--- config.mk ---
export PLATFORM = sky130hd
export DESIGN_NAME = rom_ram_arbiter
export DESIGN_NICKNAME = d
export VERILOG_FILES = /design/src/rtl/rom_ram_arbiter.sv
export SDC_FILE = /design/constraint.sdc
export NUM_CORES = 1
export LEC_CHECK = 0
export ABC_AREA = 1
export BUFFER_PORTS_ARGS = -buffer_cell sky130_fd_sc_hd__buf_2
export CAP_MARGIN = 10
export CORE_ASPECT_RATIO = 0.7
export CORE_MARGIN = 10
export CORE_UTILIZATION = 45
export DETAILED_ROUTE_END_ITERATION = 10
export HOLD_SLACK_MARGIN = 0.05
export PLACE_DENSITY_LB_ADDON = 0.08
export SYNTH_ARGS = -nofsm -noshare
export SYNTH_HDL_FRONTEND = slang
export SYNTH_SLANG_ARGS = --single-unit
--- constraint.sdc ---
create_clock -name clk -period 1.6 [get_ports clk]
set_input_delay 0.08 -clock clk [delete_from_list [all_inputs] [get_ports clk]]
set_output_delay 0.08 -clock clk [all_outputs]
set_load 0.1 [all_outputs]
--- src/rtl/rom_ram_arbiter.sv ---
// rom_ram_arbiter: shares one synchronous memory between
// the instruction-fetch port and the data port.
module rom_ram_arbiter #(
  parameter int ADDR_W       = 32,
  parameter int DATA_W       = 32,
  parameter int MEM_LAT      = 1,
  parameter int MAX_D_STREAK = 4
) (
  input  logic                clk,
  input  logic                rst,
  input  logic                i_req_i,
  input  logic [ADDR_W-1:0]   i_addr_i,
  output logic [DATA_W-1:0]   i_data_o,
  output logic                i_ack_o,
  input  logic                d_req_i,
  input  logic                d_we_i,
  input  logic [ADDR_W-1:0]   d_addr_i,
  input  logic [DATA_W/8-1:0] d_sel_i,
  input  logic [DATA_W-1:0]   d_data_i,
  output logic [DATA_W-1:0]   d_data_o,
  output logic                d_ack_o,
  output logic                mem_ce_o,
  output logic                mem_we_o,
  output logic [ADDR_W-1:0]   mem_addr_o,
  output logic [DATA_W/8-1:0] mem_sel_o,
  output logic [DATA_W-1:0]   mem_data_o,
  input  logic [DATA_W-1:0]   mem_data_i,
  output logic                busy_o
);

  localparam int SEL_W = DATA_W / 8;
  localparam int SW    = $clog2(MAX_D_STREAK + 1);

  localparam logic [SW-1:0] STREAK_MAX =
    SW'(MAX_D_STREAK);
  localparam logic [2:0] LAT_LAST =
    3'(MEM_LAT - 1);

  typedef enum logic [1:0] {
    IDLE,
    ISSUE,
    WAIT,
    ACK
  } state_t;

  state_t state_q, state_d;

  logic [2:0]        cnt_q, cnt_d;
  logic [SW-1:0]     streak_q, streak_d;
  logic              is_i_q, is_i_d;
  logic              we_q, we_d;
  logic [ADDR_W-1:0] addr_q, addr_d;
  logic [SEL_W-1:0]  sel_q, sel_d;
  logic [DATA_W-1:0] wdata_q, wdata_d;
  logic [DATA_W-1:0] rdata_q, rdata_d;
  logic              grant_i;

  logic [DATA_W-1:0] i_data_d, d_data_d;
  logic              i_ack_d, d_ack_d;
  logic              mem_ce_d, mem_we_d;
  logic [ADDR_W-1:0] mem_addr_d;
  logic [SEL_W-1:0]  mem_sel_d;
  logic [DATA_W-1:0] mem_data_d;
  logic              busy_d;

  // Next state, latched access and next registered outputs.
  always_comb begin
    state_d  = state_q;
    cnt_d    = cnt_q;
    streak_d = streak_q;
    is_i_d   = is_i_q;
    we_d     = we_q;
    addr_d   = addr_q;
    sel_d    = sel_q;
    wdata_d  = wdata_q;
    rdata_d  = rdata_q;
    grant_i  = 1'b0;

    unique case (state_q)
      IDLE: begin
        if (i_req_i || d_req_i) begin
          grant_i = i_req_i &&
            (!d_req_i ||
             streak_q == STREAK_MAX);
          state_d = ISSUE;
          unique case (1'b1)
            grant_i: begin
              is_i_d   = 1'b1;
              we_d     = 1'b0;
              addr_d   = i_addr_i;
              sel_d    = '1;
              wdata_d  = '0;
              streak_d = '0;
            end
            default: begin
              is_i_d  = 1'b0;
              we_d    = d_we_i;
              addr_d  = d_addr_i;
              sel_d   = d_sel_i;
              wdata_d = d_data_i;
              if (!i_req_i)
                streak_d = '0;
              else if (streak_q != STREAK_MAX)
                streak_d = streak_q + 1'b1;
            end
          endcase
        end
      end
      ISSUE: begin
        if (we_q) begin
          state_d = ACK;
        end else begin
          state_d = WAIT;
          cnt_d   = LAT_LAST;
        end
      end
      WAIT: begin
        if (cnt_q == '0) begin
          state_d = ACK;
          rdata_d = mem_data_i;
        end else begin
          cnt_d = cnt_q - 1'b1;
        end
      end
      ACK: begin
        state_d = IDLE;
      end
      default: begin
        state_d = IDLE;
      end
    endcase

    mem_ce_d   = (state_d == ISSUE);
    mem_we_d   = mem_ce_d && we_d;
    mem_addr_d = mem_ce_d ? addr_d : '0;
    mem_sel_d  = mem_ce_d ? sel_d : '0;
    mem_data_d = mem_ce_d ? wdata_d : '0;
    i_ack_d    = (state_d == ACK) && is_i_d;
    d_ack_d    = (state_d == ACK) && !is_i_d;
    i_data_d   = i_ack_d ? rdata_d : '0;
    d_data_d   = (d_ack_d && !we_d) ?
                 rdata_d : '0;
    busy_d     = (state_d != IDLE);
  end

  // State, latched access and output registers.
  always_ff @(posedge clk) begin
    if (rst) begin
      state_q    <= IDLE;
      cnt_q      <= '0;
      streak_q   <= '0;
      is_i_q     <= 1'b0;
      we_q       <= 1'b0;
      addr_q     <= '0;
      sel_q      <= '0;
      wdata_q    <= '0;
      rdata_q    <= '0;
      i_data_o   <= '0;
      i_ack_o    <= 1'b0;
      d_data_o   <= '0;
      d_ack_o    <= 1'b0;
      mem_ce_o   <= 1'b0;
      mem_we_o   <= 1'b0;
      mem_addr_o <= '0;
      mem_sel_o  <= '0;
      mem_data_o <= '0;
      busy_o     <= 1'b0;
    end else begin
      state_q    <= state_d;
      cnt_q      <= cnt_d;
      streak_q   <= streak_d;
      is_i_q     <= is_i_d;
      we_q       <= we_d;
      addr_q     <= addr_d;
      sel_q      <= sel_d;
      wdata_q    <= wdata_d;
      rdata_q    <= rdata_d;
      i_data_o   <= i_data_d;
      i_ack_o    <= i_ack_d;
      d_data_o   <= d_data_d;
      d_ack_o    <= d_ack_d;
      mem_ce_o   <= mem_ce_d;
      mem_we_o   <= mem_we_d;
      mem_addr_o <= mem_addr_d;
      mem_sel_o  <= mem_sel_d;
      mem_data_o <= mem_data_d;
      busy_o     <= busy_d;
    end
  end

endmodule

# [Word-level counts from Yosys, hierarchy flattened]
# Cells that the tools add are included.
[word_totals] ff_bits=247 latch_bits=0 ramBits=0 rom_bits=0 wordCells=80 mem_count=0
[classes] add_sub_neg=2 n_mul=0 n_div=0 magnitude_cmp=0 n_eq_ne=10 shift=0 muxes=27 bitwise_logic=3 reduce_logical=19
[op_table] operator="2-to-1 mux 32 bit" count=8
[op_table] operator="2-to-1 mux 3 bit" count=5
[op_table] operator="2-to-1 mux 4 bit" count=3
[op_table] operator="one-hot mux 2 bit (4 select lines)" count=1
[op_table] operator="2-to-1 mux 1 bit" count=7
[op_table] operator="== test 2 bit, second input constant" count=3
[op_table] operator="one-hot mux 3 bit (2 select lines)" count=1
[op_table] operator="AND reduction 3 bit" count=2
[op_table] operator="OR reduction 2 bit" count=3
[op_table] operator="logical AND 1 bit" count=5
[op_table] operator="== test 2 x 1 -> 1 bit, second input constant" count=2
[op_table] operator="2-to-1 mux 2 bit" count=2
[op_table] operator="!= test 2 bit, second input constant" count=2
[op_table] operator="nonzero test 2 bit" count=2
[op_table] operator="adder 3 x 1 -> 3 bit, second input constant" count=1
[op_table] operator="== test 3 bit, second input constant" count=1
[op_table] operator="logical NOT 1 bit" count=3
[op_table] operator="logical NOT 3 bit" count=1
[op_table] operator="!= test 3 x 1 -> 1 bit, second input constant" count=1
[op_table] operator="!= test 3 bit, second input constant" count=1
[op_table] operator="NOT 1 bit" count=3
[op_table] operator="subtractor 3 x 1 -> 3 bit, second input constant" count=1
[op_table] operator="logical NOT 2 bit" count=1
[op_table] operator="logical OR 1 bit" count=2

# [Logic depth before layout (Yosys ltp)]
# Gate-level depths: netlist of run 1.
[depth] depth_word=11 ltp_mapped=11 mapped_depth_nobuf=10

# [Worst setup path before layout of run 1]
# OpenSTA, ideal clock, no wires.
[synth_timing] path_kind="register to register" start="reg state_q[0]" end="reg i_data_o[12]" setup_time_ps=132 arrival_ps=1464 t_required_ps=1468 slack_ps=4 stages_incl_launch_ff=8 period_less_slack_ps=1596 path_cell_list="dfxtp_1 inv_1 ha_1 a21oi_1 nand3_2 nand3_4 clkbuf_1 nor3_1"
[synth_via] elab_chain_cells=6 elab_cells_between_ends=13 cone_classes="eq/ne (4); mux (5); bitwise (1); reduce/logical (3)"
[synth_lines] item="start: declaration" line_no="46" rtl="state_t state_q, state_d;"
[synth_lines] item="start signal: assignment" line_no="169" rtl="state_q <= state_d;"
[synth_lines] item="== test 2 bit, or another cell as far along" line_no="79" rtl="unique case (state_q)"
[synth_lines] item="one-hot mux 2 bit (4 select lines)" line_no="79"
[synth_lines] item="== test 2 bit" line_no="138" rtl="i_ack_d = (state_d == ACK) && is_i_d;"
[synth_lines] item="logical AND 1 bit" line_no="138"
[synth_lines] item="NOT 1 bit (no source line)"
[synth_lines] item="OR reduction 2 bit (no source line)"
[synth_lines] item="end signal: assignment" line_no="178" rtl="i_data_o <= i_data_d;"
[synth_lines] item="end: declaration" line_no="13" rtl="output logic [DATA_W-1:0] i_data_o,"
# Several ways; a longest one is shown, not always the timed one.
# A chain may end at the register's enable or synchronous reset.

# [Worst setup path after layout of run 1]
[layout_timing] start="reg state_q[1]" end="reg mem_addr_o[17]"
[layout_via] elab_chain_cells=5 elab_cells_between_ends=11 cone_classes="eq/ne (4); mux (4); bitwise (1); reduce/logical (2)"
[layout_lines] item="== test 2 bit, or another cell as far along" line_no="79"
[layout_lines] item="one-hot mux 2 bit (4 select lines)" line_no="79"
[layout_lines] item="== test 2 x 1 -> 1 bit" line_no="133" rtl="mem_ce_d = (state_d == ISSUE);"
[layout_lines] item="NOT 1 bit (no source line)"
[layout_lines] item="OR reduction 2 bit (no source line)"
[layout_lines] item="end signal: assignment" line_no="184" rtl="mem_addr_o <= mem_addr_d;"
[layout_lines] item="end: declaration" line_no="24" rtl="output logic [ADDR_W-1:0] mem_addr_o,"
# Several ways; a longest one is shown, not always the timed one.

==> results of run 1 <==
-- cells by family after synthesis --
logic type               count (synthesis)
AND/OR/NAND/NOR                        532
XOR/XNOR                                 2
AO/OA/AOI/OAI                           79
flip-flops                             247
buffers and inverters                  109
adder cells (fa/ha/maj)                  7
-- what timing repair did --
action                                  4_1_cts  5_1_grt
endpoints found under the setup margin      170      227
pin swaps                                     3       27
endpoints found under the hold margin       190        1
cloned                                        1       17
gates resized for setup                      19      197
hold buffers                                130        1
buffers inserted                              0        3
-- critical path, cell delays in order, from the launching register on --
cell and delay [ns]:
dfxtp_2 0.34, inv_2 0.08, ha_4 0.18, inv_4 0.05, nor2_4 0.17, buf_12 0.20
buf_12 0.18, nor2_1 0.06, nor2_1 0.12, nand2_1 0.10, nor2_1 0.11
-- cells in the final DEF (no fill, tap or decap), types with 3 or more instances in the layout --
| cell type | netlist | final |
|---|---|---|
| nand3_2 | 2 | 11 |
| nand3_4 | 3 | 4 |
| o21ai_0 | 23 | 3 |
| buf_12 | 0 | 18 |
| nor2_1 | 241 | 217 |
| ha_4 | 0 | 3 |
| clkbuf_1 | 18 | 7 |
| clkinv_2 | 0 | 4 |
| inv_2 | 7 | 8 |
| nor2_2 | 31 | 50 |
| or2_4 | 0 | 9 |
| inv_4 | 0 | 3 |
| clkbuf_16 | 0 | 37 |
| nand2_1 | 143 | 126 |
| ha_1 | 7 | 3 |
| o21ai_2 | 1 | 27 |
| dlygate4sd3_1 | 0 | 131 |
| buf_6 | 3 | 12 |
| nor3_1 | 40 | 7 |
| or2_2 | 33 | 24 |
| nor2_4 | 3 | 8 |
| buf_2 | 21 | 272 |
| bufinv_16 | 0 | 3 |
| inv_1 | 44 | 39 |
| a21oi_2 | 0 | 18 |
| a21oi_1 | 39 | 21 |
| clkbuf_8 | 0 | 3 |
| dfxtp_2 | 0 | 4 |
| dfxtp_1 | 247 | 243 |
| buf_4 | 10 | 35 |
| o21ai_1 | 15 | 8 |
| nand3_1 | 34 | 24 |
| nand2_2 | 2 | 15 |
| nor3_2 | 0 | 33 |
-- routing by layer --
layer | global-route usage (%) | share of wire, % | vias up
li1 | - | - | 3937
met3 | 5.90 | 7.9 | 44
met4 | 5.00 | 2.0 | 0
met5 | 0 | 0 | -
met2 | 31.7 | 47 | 295
met1 | 25.7 | 43 | 3700
-- power groups by stage --
stage / combinational, uW / clock (uW) / sequential (uW)
finish: 13000 / 5820 / 8030
global route: 13800 / 6180 / 8140
CTS: 11500 / 5900 / 7920
detailed placement: 11100 / 0 / 8020
global placement: 11000 / 0 / 8020
floorplan: 3880 / 0 / 12100
-- worst max path at each step --
stage                        startpoint                        end  slack (ns)  depth (start not counted)
2_1_floorplan     state_q[0]$_SDFF_PP0_    i_data_o[12]$_SDFF_PP0_       0.004                          7
3_3_place_gp   streak_q[0]$_SDFFE_PP0P_     wdata_q[27]$_SDFF_PP0_       -0.05                         10
3_5_place_dp      state_q[0]$_SDFF_PP0_     rdata_q[10]$_SDFF_PP0_       -0.07                          8
4_1_cts        streak_q[0]$_SDFFE_PP0P_     wdata_q[18]$_SDFF_PP0_       0.001                         10
5_1_grt           state_q[1]$_SDFF_PP0_  mem_addr_o[17]$_SDFF_PP0_       -0.17                         10
6_report          state_q[1]$_SDFF_PP0_  mem_addr_o[17]$_SDFF_PP0_       -0.06                         10
-- through the flow --
step	setup slack (ns)	TNS (ns)
final	-0.0592	-0.0968
after global routing	-0.173	-5.68
after CTS	0.00129	0
after detailed placement	-0.0658	-2.59
after global placement	-0.0474	-0.256
after floorplan	0.00440	0
-- layout make-up --
class,instances,area share (%)
Inverter,51,1.66
Clock inverter,9,0.923
Timing Repair Buffer,482,27.8
Sequential cell,247,36.5
Multi-Input combinational cell,620,25.7
Tap cell,236,2.18
Antenna cell,1,0.0185
Timing Repair inverter,1,0.120
Clock buffer,35,5.11
-- sequential cells by signal, indices dropped and copies added, names as in the netlist, 4 cells and up --
name,count
addr_q,32
d_data_o,32
i_data_o,32
mem_addr_o,32
mem_data_o,32
mem_sel_o,4
rdata_q,32
sel_q,4
wdata_q,32
==> flow_summary_export.csv, run 1 <==
group,metric,value,unit
synth,synthAdderAreaFrac,1.06,%
worst_setup_path,worstPathMaxFanout,19,
global_route,grt_pass1_wl,40.3,mm
placement,placed_area,10300,um^2
worst_setup_path,crit_arrival,2.10,ns
clock_network,numCtsBuffers,24,
worst_setup_path,worstSetupStartpointType,"flop",
floorplan,io_pins,274,
sta,drv_slew,0,
worst_setup_path,critPathKind,"flop to flop",
global_route,grt_max_degree,54,
cells_and_area,ff_latch_area,4950,um^2
sta,finalSetupViolCount,5,
placement,dp.cells,1486,
synth,yosys_warnings,0,
sta,holdWs,0.0447,ns
synth,ys_top_cells_by_area,"dfxtp_1 60%, nor2_1 11%, nand2_1 6.5%",
floorplan,dieArea,24300,um^2
cells_and_area,multiInputGateArea,3480,um^2
synth,synth_edf_count,0,
sta,post-route-min-period,1.66,ns
global_route,first_global_vias,7830,
synth,syn_avg_cell_area,8.49,um^2
power,comb_power_share,48.4,%
placement,routabilityCongestion,0.761,
placement,portBuffers,273,
synth,synth-main-ff-cell,"dfxtp_1",
sta,max_freq,0.603,GHz
clock_network,worstSkewPairLatency,0.51,ns
clock_network,cts_max_level,1,
cells_and_area,design_area,13600,um^2
sta,setup_slack,-0.0592,ns
cells_and_area,syn_to_final_growth,63.7,%
sta,rsz0062_at_grt,"true",
power,pwr-share-clk,21.7,%
clock_network,root_buffer,"clkbuf_16",
floorplan,initial_utilization,45.9,%
cells_and_area,fin_cells,1682,
synth,synth_top_family_by_area,"simple AND/OR/NAND/NOR gates",
synth,synth_fp_nets,1120,
synth,seq_area_frac_synth,59.7,%
global_route,antenna_found_initial,1,
synth,ys_async_sr_fraction,0,%
min_path,holdPathEnd,"d_data_o[15]$_SDFF_PP0_",
power,netSwitchingFraction,44.1,%
status,status,"finished, violations left",
drt,drt_iter0_drc,444,
min_path,hold_path_class,"input port to flop",
worst_setup_path,r2r_cells,10,
drt,avgViaCountPerCell,4.74,
synth,synth.top_cells.by_count,"247 x dfxtp_1, 241 x nor2_1, 143 x nand2_1",
cells_and_area,final_util,75.1,%
synth,synth-xor-area-share,0.211,%
drt,antenna_left,0,
sta,hold_violations,0,
status,violations,"negative setup slack",
worst_setup_path,end_kind,"flop",
sta,finalCritPeriodShare,104,%
sta,fin_skew,0.0113,ns
cells_and_area,drive_gt1_share,42.5,%
power,p_int,15000,uW
worst_setup_path,required,2.04,ns
synth,synth_top_area_share,59.7,%
clock_network,cts_tree,"done",
synth,ys_ff_latch,247,
min_path,min_path_cells,5,
synth,synth_cell_types,25,
global_route,grt_overflow_total,0,
power,p_total,26800,uW
floorplan,coreArea,18100,um^2
worst_setup_path,reg2reg_slack,-0.06,ns
power,power_density,1980,nW/um^2
cells_and_area,num-fill-cells,1298,
drt,dr.pass1.iters,4,
worst_setup_path,r2r-end,"mem_addr_o[17]$_SDFF_PP0_",
synth,synth_compound_area_share,4.91,%
global_route,track_usage,19.8,%
clock_network,clock_path_buffers,3,
clock_network,path_clk_slew,0.06,ns
power,p_leak,0.00634,uW
synth,yosys.area_share.simple,28.1,%
sta,relSlewSlack,57.7,%
sta,tightestPinTransition,0.635,ns
cells_and_area,nets,1571,
drt,drcViolationCount,0,
power,p_sw,11800,uW
synth,netlist_area,8280,um^2
floorplan,fp.dieW,182,um
placement,hpwl,16.0,mm
flow_run,maxCapViolCount,0,
synth,muxShareOfSynthArea,0,%
worst_setup_path,r2r_start,"state_q[1]$_SDFF_PP0_",
drt,vias,7976,
power,p_seq_share,29.9,%
drt,wl_per_cell,16.6,um
drt,wl,27.9,mm
synth,synth_top_area_cell,"dfxtp_1",
clock_network,cts.sinks,247,
min_path,hold_start,"mem_data_i[15]",
floorplan,die_h,134,um
floorplan,rows,41,
power,vdd_drop_max,1430,uV
synth,synth_most_common_cell,"dfxtp_1",
synth,synthCells,976,
Note: power is estimated with default switching activity, not from simulation.
==> inputs of run 2 (changes only) <==
Settings changed: HOLD_SLACK_MARGIN 0.05 to 0.06.
==> flow_summary_export.csv, run 2 (synthesis results as in run 1) <==
group,metric,value,unit
cells_and_area,fin_cells,1684,
clock_network,cts.sinks,247,
drt,drt_iter0_drc,438,
worst_setup_path,worstPathMaxFanout,19,
clock_network,clock_path_buffers,3,
worst_setup_path,worstSetupStartpointType,"flop",
clock_network,numCtsBuffers,24,
power,p_int,15000,uW
placement,hpwl,16.0,mm
worst_setup_path,r2r_cells,10,
floorplan,coreArea,18100,um^2
drt,wl,27.9,mm
floorplan,fp.dieW,182,um
sta,holdWs,0.0591,ns
floorplan,rows,41,
floorplan,initial_utilization,45.9,%
drt,wl_per_cell,16.5,um
clock_network,cts_tree,"done",
sta,post-route-min-period,1.66,ns
global_route,antenna_found_initial,1,
sta,max_freq,0.602,GHz
sta,fin_skew,0.0113,ns
power,netSwitchingFraction,44.1,%
sta,drv_slew,0,
worst_setup_path,critPathKind,"flop to flop",
sta,rsz0062_at_grt,"true",
clock_network,cts_max_level,1,
min_path,min_path_cells,5,
global_route,grt_pass1_wl,40.3,mm
sta,relSlewSlack,58.0,%
sta,hold_violations,0,
cells_and_area,drive_gt1_share,42.4,%
drt,drcViolationCount,0,
global_route,track_usage,19.8,%
sta,finalSetupViolCount,5,
flow_run,maxCapViolCount,0,
cells_and_area,final_cell_mix,"272 x buf_2, 243 x dfxtp_1, 217 x nor2_1",
worst_setup_path,end_kind,"flop",
drt,vias,7986,
placement,dp.cells,1486,
floorplan,die_h,134,um
power,p_sw,11800,uW
drt,antenna_left,0,
placement,routabilityCongestion,0.761,
cells_and_area,syn_to_final_growth,63.9,%
cells_and_area,nets,1573,
clock_network,path_clk_slew,0.06,ns
placement,pre_cts_ws,-0.0658,ns
drt,dr.pass1.iters,4,
global_route,first_global_vias,7839,
power,p_leak,0.00635,uW
cells_and_area,final_common_cell,"buf_2",
power,p_seq_share,29.9,%
global_route,grt_max_degree,54,
cells_and_area,final_util,75.2,%
drt,avgViaCountPerCell,4.74,
status,violations,"negative setup slack",
worst_setup_path,required,2.04,ns
floorplan,io_pins,274,
sta,finalCritPeriodShare,104,%
status,status,"finished, violations left",
min_path,hold_path_class,"input port to flop",
floorplan,dieArea,24300,um^2
worst_setup_path,crit_arrival,2.10,ns
placement,portBuffers,273,
power,power_density,1970,nW/um^2
global_route,grt_overflow_total,0,
clock_network,root_buffer,"clkbuf_16",
power,vdd_drop_max,1430,uV
power,comb_power_share,48.4,%
sta,setup_slack,-0.0603,ns
clock_network,worstSkewPairLatency,0.51,ns
sta,tightestPinTransition,0.630,ns
power,pwr-share-clk,21.7,%
-- run 2: cell count changes in the layout (fill, tap and decap cells not counted) --
cell | previous run | this run
dlygate4sd3_1 | 131 | 133
-- run 2: final cells by class --
cell class	count	area, um^2
inverters	51	225
fillers	1293	4480
clock inverters	9	125
flip-flops and latches	247	4950
clock buffers	35	693
diodes	1	2.50
well taps	236	295
repair buffers	484	3790
multi-input cells	620	3480
repair inverters	1	16.3
-- run 2: worst paths after layout --
kind	from	endpoint	slack (ns)
setup reg to reg	state_q[1]$_SDFF_PP0_	mem_addr_o[17]$_SDFF_PP0_	-0.06
hold reg to reg	cnt_q[0]$_SDFFE_PP0P_	cnt_q[0]$_SDFFE_PP0P_	0.42
hold / removal	mem_data_i[6]	rdata_q[6]$_SDFF_PP0_	0.06
setup / recovery	state_q[1]$_SDFF_PP0_	mem_addr_o[17]$_SDFF_PP0_	-0.06
-- run 2: critical path, stage by stage (launching register included) --
cell,delay [ns]
dfxtp_2,0.34
inv_2,0.08
ha_4,0.18
inv_4,0.05
nor2_4,0.17
buf_12,0.20
buf_12,0.17
nor2_1,0.06
nor2_1,0.12
nand2_1,0.10
nor2_1,0.11
-- run 2: repair_timing --
action	4_1_cts	5_1_grt
endpoints found under the hold margin	201	2
endpoints found under the setup margin	170	227
pin swaps	3	27
resized for setup	19	197
gates cloned	1	17
hold buffers	132	1
setup buffers	0	3
-- run 2: power groups by stage --
stage	Combinational, uW	Sequential (uW)	Clock, uW
floorplan	3880	12100	0
global placement	11000	8020	0
detailed placement	11100	8020	0
CTS	11500	7920	5900
global route	13800	8140	6180
finish	13000	8030	5810
-- run 2: per-stage QoR --
| stage | power [uW] | instance area (um^2) | TNS (ns) |
|---|---|---|---|
| 4_1_cts | 25300 | 12500 | 0 |
| 3_5_place_dp | 19100 | 10300 | -2.59 |
| 5_1_grt | 28100 | 13600 | -5.68 |
| 6_report | 26800 | 13600 | -0.0899 |
| 2_1_floorplan | 16000 | 8280 | 0 |
| 3_3_place_gp | 19000 | 10300 | -0.256 |
-- run 2: layer usage --
layer / part of all wire [%] / global-route usage, % / vias to the layer above / wire, um
li1: - / - / 3940 / -
met1: 44 / 25.7 / 3707 / 12200
met2: 46 / 31.7 / 295 / 12900
met3: 7.8 / 5.87 / 44 / 2180
met4: 2.0 / 5.00 / 0 / 546
met5: 0 / 0 / - / 0
==> inputs of run 3 (changes only) <==
Settings changed: PLACE_DENSITY set to 0.75, PLACE_DENSITY_LB_ADDON 0.08 to not set, SETUP_SLACK_MARGIN set to 0.5, TNS_END_PERCENT set to 20.
==> flow_summary_export.csv, run 3 (synthesis results as in run 1) <==
group,metric,value,unit
flow_run,maxCapViolCount,0,
sta,hold_violations,0,
placement,routabilityCongestion,0.772,
sta,tns,-4.99,ns
drt,wl,35.1,mm
sta,max_freq,0.578,GHz
clock_network,cts_max_level,1,
sta,setup_slack,-0.129,ns
sta,rsz0062_at_grt,"true",
clock_network,clock_path_buffers,3,
min_path,min_path_cells,5,
sta,finalSetupViolCount,129,
clock_network,numCtsBuffers,23,
clock_network,path_clk_slew,0.07,ns
global_route,first_global_vias,8026,
global_route,grt_overflow_total,0,
status,violations,"negative setup slack",
worst_setup_path,path_cells,"inv_4 -> ha_4 -> inv_4 -> nor2_4 -> buf_12 -> buf_12 -> buf_12 -> nor2_4 -> nor2_2 -> nand2_1 -> nor2_1",
cells_and_area,final_common_cell,"dfxtp_1",
sta,relSlewSlack,55.4,%
worst_setup_path,worstPathMaxFanout,7,
drt,avgViaCountPerCell,5.15,
min_path,hold_start,"d_req_i",
cells_and_area,ff_latch_area,4960,um^2
sta,tightestPinTransition,0.668,ns
cells_and_area,nets,1557,
placement,portBuffers,273,
drt,drcViolationCount,0,
clock_network,cts.sinks,247,
placement,hpwl,15.7,mm
worst_setup_path,path_common_cell,"buf_12",
cells_and_area,drive_gt1_share,43.5,%
global_route,track_usage,21.5,%
drt,dr.pass1.iters,5,
floorplan,rows,41,
floorplan,fp.dieW,182,um
worst_setup_path,r2r_start,"state_q[0]$_SDFF_PP0_",
cells_and_area,syn_to_final_growth,78.4,%
worst_setup_path,slowest_stage,"dfxtp_4",
status,status,"finished, violations left",
drt,wl_per_cell,21.0,um
cells_and_area,design_area,14800,um^2
worst_setup_path,crit_arrival,2.18,ns
cells_and_area,multiInputGateArea,3690,um^2
global_route,antenna_found_initial,5,
sta,finalCritPeriodShare,108,%
worst_setup_path,required,2.05,ns
drt,antenna_left,0,
worst_setup_path,max_stage_delay,0.36,ns
sta,post-route-min-period,1.73,ns
worst_setup_path,critPathKind,"flop to flop",
global_route,grt_pass1_wl,43.1,mm
cells_and_area,num-fill-cells,915,
worst_setup_path,end_kind,"flop",
clock_network,cts_tree,"done",
sta,drv_slew,0,
placement,placed_area,10200,um^2
worst_setup_path,reg2reg_slack,-0.13,ns
global_route,grt_max_degree,40,
power,p_leak,0.00657,uW
clock_network,root_buffer,"clkbuf_16",
floorplan,dieArea,24300,um^2
clock_network,worstSkewPairLatency,0.51,ns
drt,drt_iter0_drc,710,
min_path,holdPathEnd,"streak_q[0]$_SDFFE_PP0P_",
worst_setup_path,worstSetupStartpointType,"flop",
power,vdd_drop_max,1380,uV
floorplan,io_pins,274,
floorplan,die_h,134,um
worst_setup_path,r2r_cells,11,
sta,holdWs,0.0220,ns
min_path,hold_path_class,"input port to flop",
worst_setup_path,r2r-end,"mem_addr_o[6]$_SDFF_PP0_",
cells_and_area,final_cell_mix,"234 x dfxtp_1, 201 x buf_2, 192 x nor2_1",
cells_and_area,final_util,81.8,%
drt,vias,8613,
floorplan,initial_utilization,45.9,%
sta,fin_skew,0.0112,ns
power,power_density,1990,nW/um^2
floorplan,coreArea,18100,um^2
## run 3: layer usage
metal / global-route usage, % / vias to the layer above / part of all wire (%)
li1: - / 3922 / -
met1: 25.5 / 4111 / 38
met2: 36.2 / 470 / 50
met3: 7.12 / 110 / 9.1
met4: 6.58 / 0 / 3.8
met5: 0 / - / 0
## run 3: layout make-up
class                   instances  share of cell area (%)
clock buffers                  30                    4.55
well taps                     236                    2.00
clock inverters                12                    1.03
inverters                      51                    1.41
diodes                          5                  0.0847
repair buffers                470                    32.4
flip-flops and latches        247                    33.6
multi-input cells             620                    24.9
## run 3: how the worst max path moves through the flow
| stage | startpoint | endpoint | slack, ns | cells past startpoint |
|---|---|---|---|---|
| global route | state_q[0]$_SDFF_PP0_ | mem_addr_o[6]$_SDFF_PP0_ | -0.22 | 11 |
| global placement | state_q[1]$_SDFF_PP0_ | mem_data_o[31]$_SDFF_PP0_ | 0.02 | 9 |
| finish | state_q[0]$_SDFF_PP0_ | mem_addr_o[6]$_SDFF_PP0_ | -0.13 | 11 |
| CTS | state_q[0]$_SDFF_PP0_ | d_data_o[1]$_SDFF_PP0_ | -0.01 | 10 |
| detailed placement | state_q[0]$_SDFF_PP0_ | d_data_o[0]$_SDFF_PP0_ | -0.03 | 9 |
| floorplan | state_q[0]$_SDFF_PP0_ | d_data_o[31]$_SDFF_PP0_ | 0.16 | 9 |
## run 3: power breakdown
group	switching, uW	total (uW)	internal, uW	leakage (uW)
clock network	2480	5960	3470	0.000409
registers	798	8350	7550	0.00202
logic	9900	15200	5260	0.00414
## run 3: critical path, delay by kind of cell, from the launching register on
kind          cells  cell delay [ns]
flops             1             0.36
simple gates      5             0.58
buf+inv           5             0.53
fa+ha+maj         1             0.17
## run 3: metrics by stage
step | setup WS, ns | cells | power, uW
after floorplan | 0.163 | 976 | 16500
after global placement | 0.0215 | 1452 | 18700
after detailed placement | -0.0314 | 1452 | 18800
after CTS | -0.0129 | 1648 | 26100
after global routing | -0.220 | 1671 | 30500
final | -0.129 | 1671 | 29500
## run 3: timing repair
| item | CTS | global route |
|---|---|---|
| resized for setup | 64 | 495 |
| endpoints found under the hold margin | 242 | 14 |
| buffers inserted | 16 | 4 |
| hold buffers | 133 | 4 |
| pin swaps | 64 | 78 |
| cloned | 5 | 10 |
| endpoints found under the setup margin | 383 | 383 |
